===== src/rtl/alu_driver.sv =====
// Drives an external 4-bit ALU one command at a time.
// It registers the operands, captures the result one cycle later and holds it until the consumer accepts it.
module alu_driver #(
  parameter int CNT_W = 8
) (
  input  logic             clk,
  input  logic             rst,
  input  logic             cmd_valid,
  output logic             cmd_ready,
  input  logic             cmd_sel,
  input  logic             cmd_acc,
  input  logic [3:0]       cmd_a,
  input  logic [3:0]       cmd_b,
  output logic [3:0]       A,
  output logic [3:0]       B,
  output logic             sel,
  input  logic [3:0]       result,
  input  logic             zero,
  output logic             rsp_valid,
  input  logic             rsp_ready,
  output logic [3:0]       rsp_result,
  output logic             rsp_zero,
  output logic [3:0]       acc,
  output logic [CNT_W-1:0] op_count
);

  typedef enum logic [1:0] {
    IDLE,
    ISSUE,
    RESP
  } state_t;

  state_t           state_q;
  logic             cmd_ready_q;
  logic [3:0]       a_q, b_q;
  logic             sel_q;
  logic             rsp_valid_q;
  logic [3:0]       rsp_result_q;
  logic             rsp_zero_q;
  logic [3:0]       acc_q;
  logic [CNT_W-1:0] op_count_q;

  logic [3:0]       a_d;
  logic [CNT_W-1:0] op_count_d;

  always_comb begin
    a_d        = cmd_acc ? acc_q : cmd_a;
    op_count_d = op_count_q + CNT_W'(1);
  end

  // One edge loads operands, the next captures the ALU output, so latency is fixed.
  always_ff @(posedge clk) begin
    if (rst) begin
      state_q      <= IDLE;
      cmd_ready_q  <= 1'b1;
      a_q          <= 4'd0;
      b_q          <= 4'd0;
      sel_q        <= 1'b0;
      rsp_valid_q  <= 1'b0;
      rsp_result_q <= 4'd0;
      rsp_zero_q   <= 1'b0;
      acc_q        <= 4'd0;
      op_count_q   <= '0;
    end else begin
      case (state_q)
        IDLE: begin
          if (cmd_valid) begin
            a_q         <= a_d;
            b_q         <= cmd_b;
            sel_q       <= cmd_sel;
            cmd_ready_q <= 1'b0;
            state_q     <= ISSUE;
          end
        end
        ISSUE: begin
          rsp_result_q <= result;
          rsp_zero_q   <= zero;
          acc_q        <= result;
          rsp_valid_q  <= 1'b1;
          state_q      <= RESP;
        end
        RESP: begin
          // Returning to IDLE rather than accepting here enforces the 3-cycle minimum.
          if (rsp_ready) begin
            rsp_valid_q <= 1'b0;
            op_count_q  <= op_count_d;
            cmd_ready_q <= 1'b1;
            state_q     <= IDLE;
          end
        end
        default: begin
          state_q     <= IDLE;
          cmd_ready_q <= 1'b1;
        end
      endcase
    end
  end

  assign cmd_ready  = cmd_ready_q;
  assign A          = a_q;
  assign B          = b_q;
  assign sel        = sel_q;
  assign rsp_valid  = rsp_valid_q;
  assign rsp_result = rsp_result_q;
  assign rsp_zero   = rsp_zero_q;
  assign acc        = acc_q;
  assign op_count   = op_count_q;

endmodule


===== config.mk =====
export PLATFORM = sky130hd
export DESIGN_NAME = alu_driver
export DESIGN_NICKNAME = d
export VERILOG_FILES = /design/src/rtl/alu_driver.sv
export SDC_FILE = /design/constraint.sdc
export NUM_CORES = 1
export LEC_CHECK = 0
export BUFFER_PORTS_ARGS = -buffer_cell sky130_fd_sc_hd__buf_2
export CORE_AREA = 10 10 67 69
export CTS_BUF_LIST = sky130_fd_sc_hd__clkbuf_2 sky130_fd_sc_hd__clkbuf_4 sky130_fd_sc_hd__clkbuf_8
export DETAILED_ROUTE_END_ITERATION = 12
export DIE_AREA = 0 0 77 79
export PLACE_DENSITY = 0.62
export SYNTH_ARGS = -nofsm -noshare
export SYNTH_HDL_FRONTEND = slang
export SYNTH_SLANG_ARGS = --single-unit

===== constraint.sdc =====
create_clock -name clk -period 2.3 [get_ports clk]
set_input_delay 0.115 -clock clk [delete_from_list [all_inputs] [get_ports clk]]
set_output_delay 0.115 -clock clk [all_outputs]
set_load 0.02 [all_outputs]

==> qor.csv, run 1 <==
stage;metric;value;unit
placement;port_buffers;46;
sta;final-max-slew-violation-count;0;
global_routing;track_usage;8.06;%
sta;fin_crit;1.48;ns
global_routing;grt_pass1_vias;979;
cts;cts_made_buffers;3;
logic_synthesis;synth_top_area_share;47.1;%
layout;nets;173;
sta;setup_ws;0.817;ns
logic_synthesis;synth_flop_cell;dfxtp_1;
logic_synthesis;yosys-top-cells-area;dfxtp_1 (47%), mux2i_1 (14%), nor2_1 (7.1%);
cts;ctsResizeCount;0;
layout;antenna_cells;0;
pwr;seq_power_share;60.3;%
floorplanning;rows;21;
global_routing;antenna_found_initial;0;
logic_synthesis;ys_types;30;
placement;dp_slack;0.798;ns
drt;drtAntennaViolNets;0;
sta;finalCritPeriodShare;64.5;%
cts;h-tree-depth;1;
placement;place.gp.congestion;0.785;
cts;post_cts_buffers;0;
drt;via_per_inst;4.67;
drt;wl_per_cell;12.6;µm
floorplanning;start_util;34.2;%
outcome;run_status;finished clean;
pwr;switching_power;0.221;mW
floorplanning;die_x;77;µm
critical_path;startpoint_type;register;
logic_synthesis;synth_largest_area_cell;dfxtp_1;
pwr;max-vdd-ir-drop;0.283;mV
drt;wl;2480;µm
layout;multiInputGateArea;504;µm²
logic_synthesis;netlist_area;1100;µm²
critical_path;cp_data_required_time;2.52;ns
cts;cts-hold-fix-buffers;0;
global_routing;globalRouteOverflowTotal;0;
sta;fmax;674;MHz
sta;tns;0;ns
critical_path;arrival;1.70;ns
sta;rsz0062_at_grt;false;
pwr;p_total;0.812;mW
layout;layout_common_cells;buf_2 (46), dfxtp_1 (26), nor2_1 (21);
pwr;p_per_area;604;nW/µm²
sta;hold_viol;0;
critical_path;critPathMaxFanout;8;
pwr;pwr-share-clk;23.1;%
floorplanning;die-area;6080;µm²
layout;layout.cells.most_common;buf_2;
layout;seq_area;520;µm²
cts;clock_path_buffers;2;
pwr;p_int;0.590;mW
logic_synthesis;seq_area_frac_synth;47.1;%
cts;root_buffer;clkbuf_4;
min_path;hold_class;in2reg;
drt;routed-via-count;920;
logic_synthesis;ys_ff_latch;26;
sta;tightest_slew;0.660;ns
placement;hpwl;2000;µm
sta;slew_headroom;56.0;%
floorplanning;core;3230;µm²
pwr;comb_power_share;16.6;%
critical_path;critPathKind;reg2reg;
logic_synthesis;synth-async-reset-ratio;0;%
logic_synthesis;syn_nets;133;
sta;whs;0.0271;ns
pwr;leakagePower;0.638;nW
cts;clkTransAtPathRegs;0.13;ns
drt;drtPass1Iterations;4;
floorplanning;die_h;79;µm
global_routing;grt_pass1_wl;4170;µm
layout;layout-drive-gt1-share;34.4;%
drt;drtIter0Drc;31;
placement;place_area;1320;µm²
layout;fillCellCount;322;
global_routing;grt_max_degree;28;
logic_synthesis;ys.warnings.count;0;
cts;cts.sinks;26;
cts;clkLatencyLatePin;0.31;ns
layout;stdcell_area;1340;µm²
flow_run;cap_violations;0;
sta;finalSetupViolCount;0;
layout;syn2layout_area_growth;21.5;%
logic_synthesis;syn_avg_cell_area;9.78;µm²
logic_synthesis;synthCells;113;
pwr;swShare;27.3;%
floorplanning;io_pins;47;
cts;cts_tree;done;
critical_path;setup.worst_path.end_class;register;
sta;skew;0.00318;ns
drt;drc;0;
logic_synthesis;synth_edf_count;0;
[power groups by stage]
stage / logic [mW] / registers [mW] / clock network, mW
finish: 0.135 / 0.490 / 0.187
floorplan: 0.0755 / 0.521 / 0
CTS: 0.138 / 0.490 / 0.195
global route: 0.150 / 0.493 / 0.219
global placement: 0.137 / 0.498 / 0
detailed placement: 0.138 / 0.500 / 0
[sequential cells by signal, indices dropped and copies added (netlist names)]
register	flops
op_count	8
cmd_ready	1
A	4
B	4
rsp_valid	1
state_q	2
sel	1
rsp_zero	1
acc	4
[path summary, 6_finish.rpt]
| kind | depth (start not counted) | slack (ns) | end | from |
|---|---|---|---|---|
| max | 3 | 0.82 | op_count[7]$_SDFFE_PP0P_ | state_q[1]$_SDFFE_PP0P_ |
| min | 3 | 0.03 | acc[3]$_SDFFE_PP0P_ | result[3] |
| max reg2reg | 3 | 0.82 | op_count[7]$_SDFFE_PP0P_ | state_q[1]$_SDFFE_PP0P_ |
| min reg2reg | 2 | 0.51 | A[0]$_SDFFE_PP0P_ | A[0]$_SDFFE_PP0P_ |
[cell type report]
type	count	area share (%)
multi-input combinational	74	37.6
tap	46	4.29
inverter	2	0.559
sequential	26	38.8
timing repair buffer	46	17.1
clock buffer	3	1.68
[logic make-up (layout without fill, tap and decap cells)]
family | count (synthesis) | in the layout | share of synthesized area (%)
xor+xnor | 2 | 2 | 1.59
fa+ha+maj | 1 | 1 | 1.13
simple gates | 39 | 39 | 19.3
flops | 26 | 26 | 47.1
buf+inv | 13 | 51 | 7.25
compound gates | 16 | 16 | 9.06
mux | 16 | 16 | 14.6
[routing by layer]
layer | track usage (%) | share of wire, %
met1 | 10.0 | 50
met2 | 11.9 | 39
met3 | 4.28 | 9.6
met4 | 2.19 | 0.68
met5 | 0 | 0
[worst max-delay path: stages, from the launching register on]
cell	delay (ns)
dfxtp_1	0.55
nand3b_4	0.17
nor4_1	0.31
mux2_2	0.36
[metrics by stage]
| step | util [%] | cells |
|---|---|---|
| after floorplan | - | 113 |
| after global placement | 40.8 | 194 |
| after detailed placement | 40.8 | 194 |
| after CTS | 41.5 | 197 |
| after global routing | 41.5 | 197 |
| final | 41.5 | 197 |
[synthesized netlist by cell type (2+ instances only)]
cell type	count
buf_6	2
a21oi_1	6
mux2i_1	15
dfxtp_1	26
nand2_1	3
nor2b_1	4
or3_1	2
o31ai_1	2
clkbuf_1	2
o21ai_0	2
nor2_1	21
or4_1	2
inv_1	2
a211oi_1	4
buf_1	2
buf_4	4
Power figures use the tool's default switching activity.
==> inputs of run 2 (changes only) <==
==> constraint.sdc (replaced) <==
create_clock -name clk -period 1.5 [get_ports clk]
set_input_delay 0.075 -clock clk [delete_from_list [all_inputs] [get_ports clk]]
set_output_delay 0.075 -clock clk [all_outputs]
set_load 0.02 [all_outputs]
==> run 2 against run 1 <==
Via count grew 7.2%. Clock-buffer cell count is the same. Register-to-register slack lost 0.62 ns. Worst hold slack lost 0.020 ns.
==> qor.csv, run 2 (synthesis gave the netlist of run 1 again) <==
stage;metric;value;unit;change
outcome;run_status;finished clean;;unchanged
critical_path;startpoint_type;register;;unchanged
layout;nets;187;;was 173
global_routing;grt_pass1_wl;4620;µm;was 4170 µm
critical_path;r2r_cells;3;;unchanged
layout;layout_common_cells;buf_2 (46), dfxtp_1 (26), nor2_1 (21);;unchanged
critical_path;critPathTopFamily;flip-flops;;unchanged
critical_path;slowest_stage;dfxtp_1;;unchanged
sta;skew;0.00333;ns;was 0.00318 ns
drt;drtAntennaViolNets;0;;unchanged
layout;finalNonFillerCells;212;;was 197
pwr;comb_power_share;17.0;%;was 16.6%
sta;tns;0;ns;unchanged
critical_path;arrival;1.53;ns;was 1.70 ns
cts;cts.sinks;26;;unchanged
sta;fmax;769;MHz;was 674 MHz
placement;port_buffers;46;;unchanged
layout;utilization;46.8;%;was 41.5%
layout;fillCellCount;328;;was 322
critical_path;critPathKind;reg2reg;;unchanged
drt;wl_per_cell;13.1;µm;was 12.6 µm
critical_path;critPathMaxFanout;6;;was 8
sta;rsz0062_at_grt;false;;unchanged
sta;hold_viol;0;;unchanged
sta;finalCritPeriodShare;86.7;%;was 64.5%
pwr;switching_power;0.362;mW;was 0.221 mW
critical_path;cp_data_required_time;1.73;ns;was 2.52 ns
cts;clock_path_buffers;2;;unchanged
floorplanning;die_x;77;µm;unchanged
flow_run;cap_violations;0;;unchanged
global_routing;antenna_found_initial;0;;unchanged
min_path;min_from;cmd_b[3];;was result[3]
pwr;seq_power_share;50.6;%;was 60.3%
sta;tightest_slew;0.479;ns;was 0.660 ns
drt;drc;0;;unchanged
placement;dp.cells;198;;was 194
pwr;leakagePower;0.718;nW;was 0.638 nW
layout;layout-drive-gt1-share;34.9;%;was 34.4%
cts;clkTransAtPathRegs;0.14;ns;was 0.13 ns
pwr;pwr-share-clk;32.4;%;was 23.1%
drt;drtIter0Drc;34;;was 31
floorplanning;die_h;79;µm;unchanged
pwr;swShare;24.6;%;was 27.3%
floorplanning;die-area;6080;µm²;unchanged
critical_path;reg2reg_setup_slack;0.20;ns;was 0.82 ns
global_routing;track_usage;9.03;%;was 8.06%
sta;final-max-slew-violation-count;0;;unchanged
global_routing;grt_pass1_vias;1077;;was 979
layout;layout.cells.most_common;buf_2;;unchanged
layout;antenna_cells;0;;unchanged
floorplanning;rows;21;;unchanged
layout;stdcell_area;1510;µm²;was 1340 µm²
critical_path;startpoint;op_count[3]$_SDFFE_PP0P_;;was state_q[1]$_SDFFE_PP0P_
pwr;p_per_area;974;nW/µm²;was 604 nW/µm²
min_path;holdPathStages;3;;unchanged
critical_path;setup.worst_path.end_class;register;;unchanged
critical_path;r2r-start;op_count[3]$_SDFFE_PP0P_;;was state_q[1]$_SDFFE_PP0P_
layout;largest_reg_flops;8;;unchanged
cts;cts_made_buffers;3;;unchanged
critical_path;worstPathCellList;nand4_1 -> nor4_1 -> mux2_2;;was nand3b_4 -> nor4_1 -> mux2_2
critical_path;rr_endpoint;op_count[7]$_SDFFE_PP0P_;;unchanged
cts;h-tree-depth;1;;unchanged
cts;root_buffer;clkbuf_4;;unchanged
global_routing;globalRouteOverflowTotal;0;;unchanged
cts;clkLatencyLatePin;0.32;ns;was 0.31 ns
drt;drtPass1Iterations;4;;unchanged
floorplanning;start_util;34.2;%;unchanged
cts;cts_tree;done;;unchanged
placement;place.gp.congestion;0.785;;about the same
pwr;max-vdd-ir-drop;0.577;mV;was 0.283 mV
min_path;hold_class;in2reg;;unchanged
floorplanning;io_pins;47;;unchanged
critical_path;cp-endpoint;op_count[7]$_SDFFE_PP0P_;;unchanged
sta;fin_crit;1.30;ns;was 1.48 ns
floorplanning;core;3230;µm²;unchanged
drt;via_per_inst;4.65;;was 4.67
drt;routed-via-count;986;;was 920
global_routing;grt_max_degree;28;;unchanged
critical_path;path_depth;3;;unchanged
critical_path;worst-path-buf-inv;0;;unchanged
sta;slew_headroom;68.0;%;was 56.0%
placement;place_area;1360;µm²;was 1320 µm²
pwr;p_int;1.11;mW;was 0.590 mW
sta;finalSetupViolCount;0;;unchanged
layout;syn2layout_area_growth;36.9;%;was 21.5%
critical_path;slowest_delay;0.44;ns;was 0.55 ns
drt;wl;2790;µm;was 2480 µm
## run 2: worst min-delay path by stage
stage | endpoint | slack (ns)
floorplan | B[0]$_SDFFE_PP0P_ | 0.22
global placement | rsp_zero$_SDFFE_PP0P_ | 0.31
detailed placement | B[0]$_SDFFE_PP0P_ | 0.32
CTS | acc[1]$_SDFFE_PP0P_ | 0.002
global route | B[3]$_SDFFE_PP0P_ | 0.02
finish | B[3]$_SDFFE_PP0P_ | 0.008
## run 2: final cells by class
type                       instances  area, µm²  area share [%]
multi-input combinational         74        504            33.3
clock buffer                       3       22.5            1.49
timing repair buffer              60        370            24.5
tap                               46       57.6            3.80
clock inverter                     1       30.0            1.99
sequential                        26        520            34.4
inverter                           2       7.51           0.496
## run 2: power groups by stage
stage / registers, mW / logic (mW) / clock network [mW]
finish: 0.746 / 0.251 / 0.477
CTS: 0.746 / 0.253 / 0.499
detailed placement: 0.760 / 0.237 / 0
floorplan: 0.800 / 0.116 / 0
global route: 0.750 / 0.275 / 0.531
global placement: 0.759 / 0.232 / 0
## run 2: worst reg2reg max path: cells and delay by family, from the launching register on
kind | cells | cell delay (ns)
muxes | 1 | 0.36
DFF | 1 | 0.44
and+or+nand+nor | 2 | 0.41
## run 2: routing by layer
layer  track usage (%)  vias to the layer above  routed length (µm)
met5                 0                        -                   0
met4              3.83                        0                  40
met3              4.84                        4                 287
met2              13.9                       43                1180
met1              10.2                      450                1280
li1                  -                      489                   -
## run 2: metrics by stage
stage	power [mW]	worst slack (ns)	hold slack (ns)
floorplan	0.915	0.158	0.222
global route	1.56	0.0705	0.0186
CTS	1.50	0.144	0.00183
detailed placement	0.997	0.178	0.322
finish	1.47	0.200	0.00761
global placement	0.991	0.248	0.309
## run 2: timing repair
action                                  in CTS  in global routing
resized for setup                            0                  0
setup buffers                                0                  1
endpoints found under the setup margin       0                  2
hold buffers                                 8                  1
endpoints found under the hold margin        8                  1
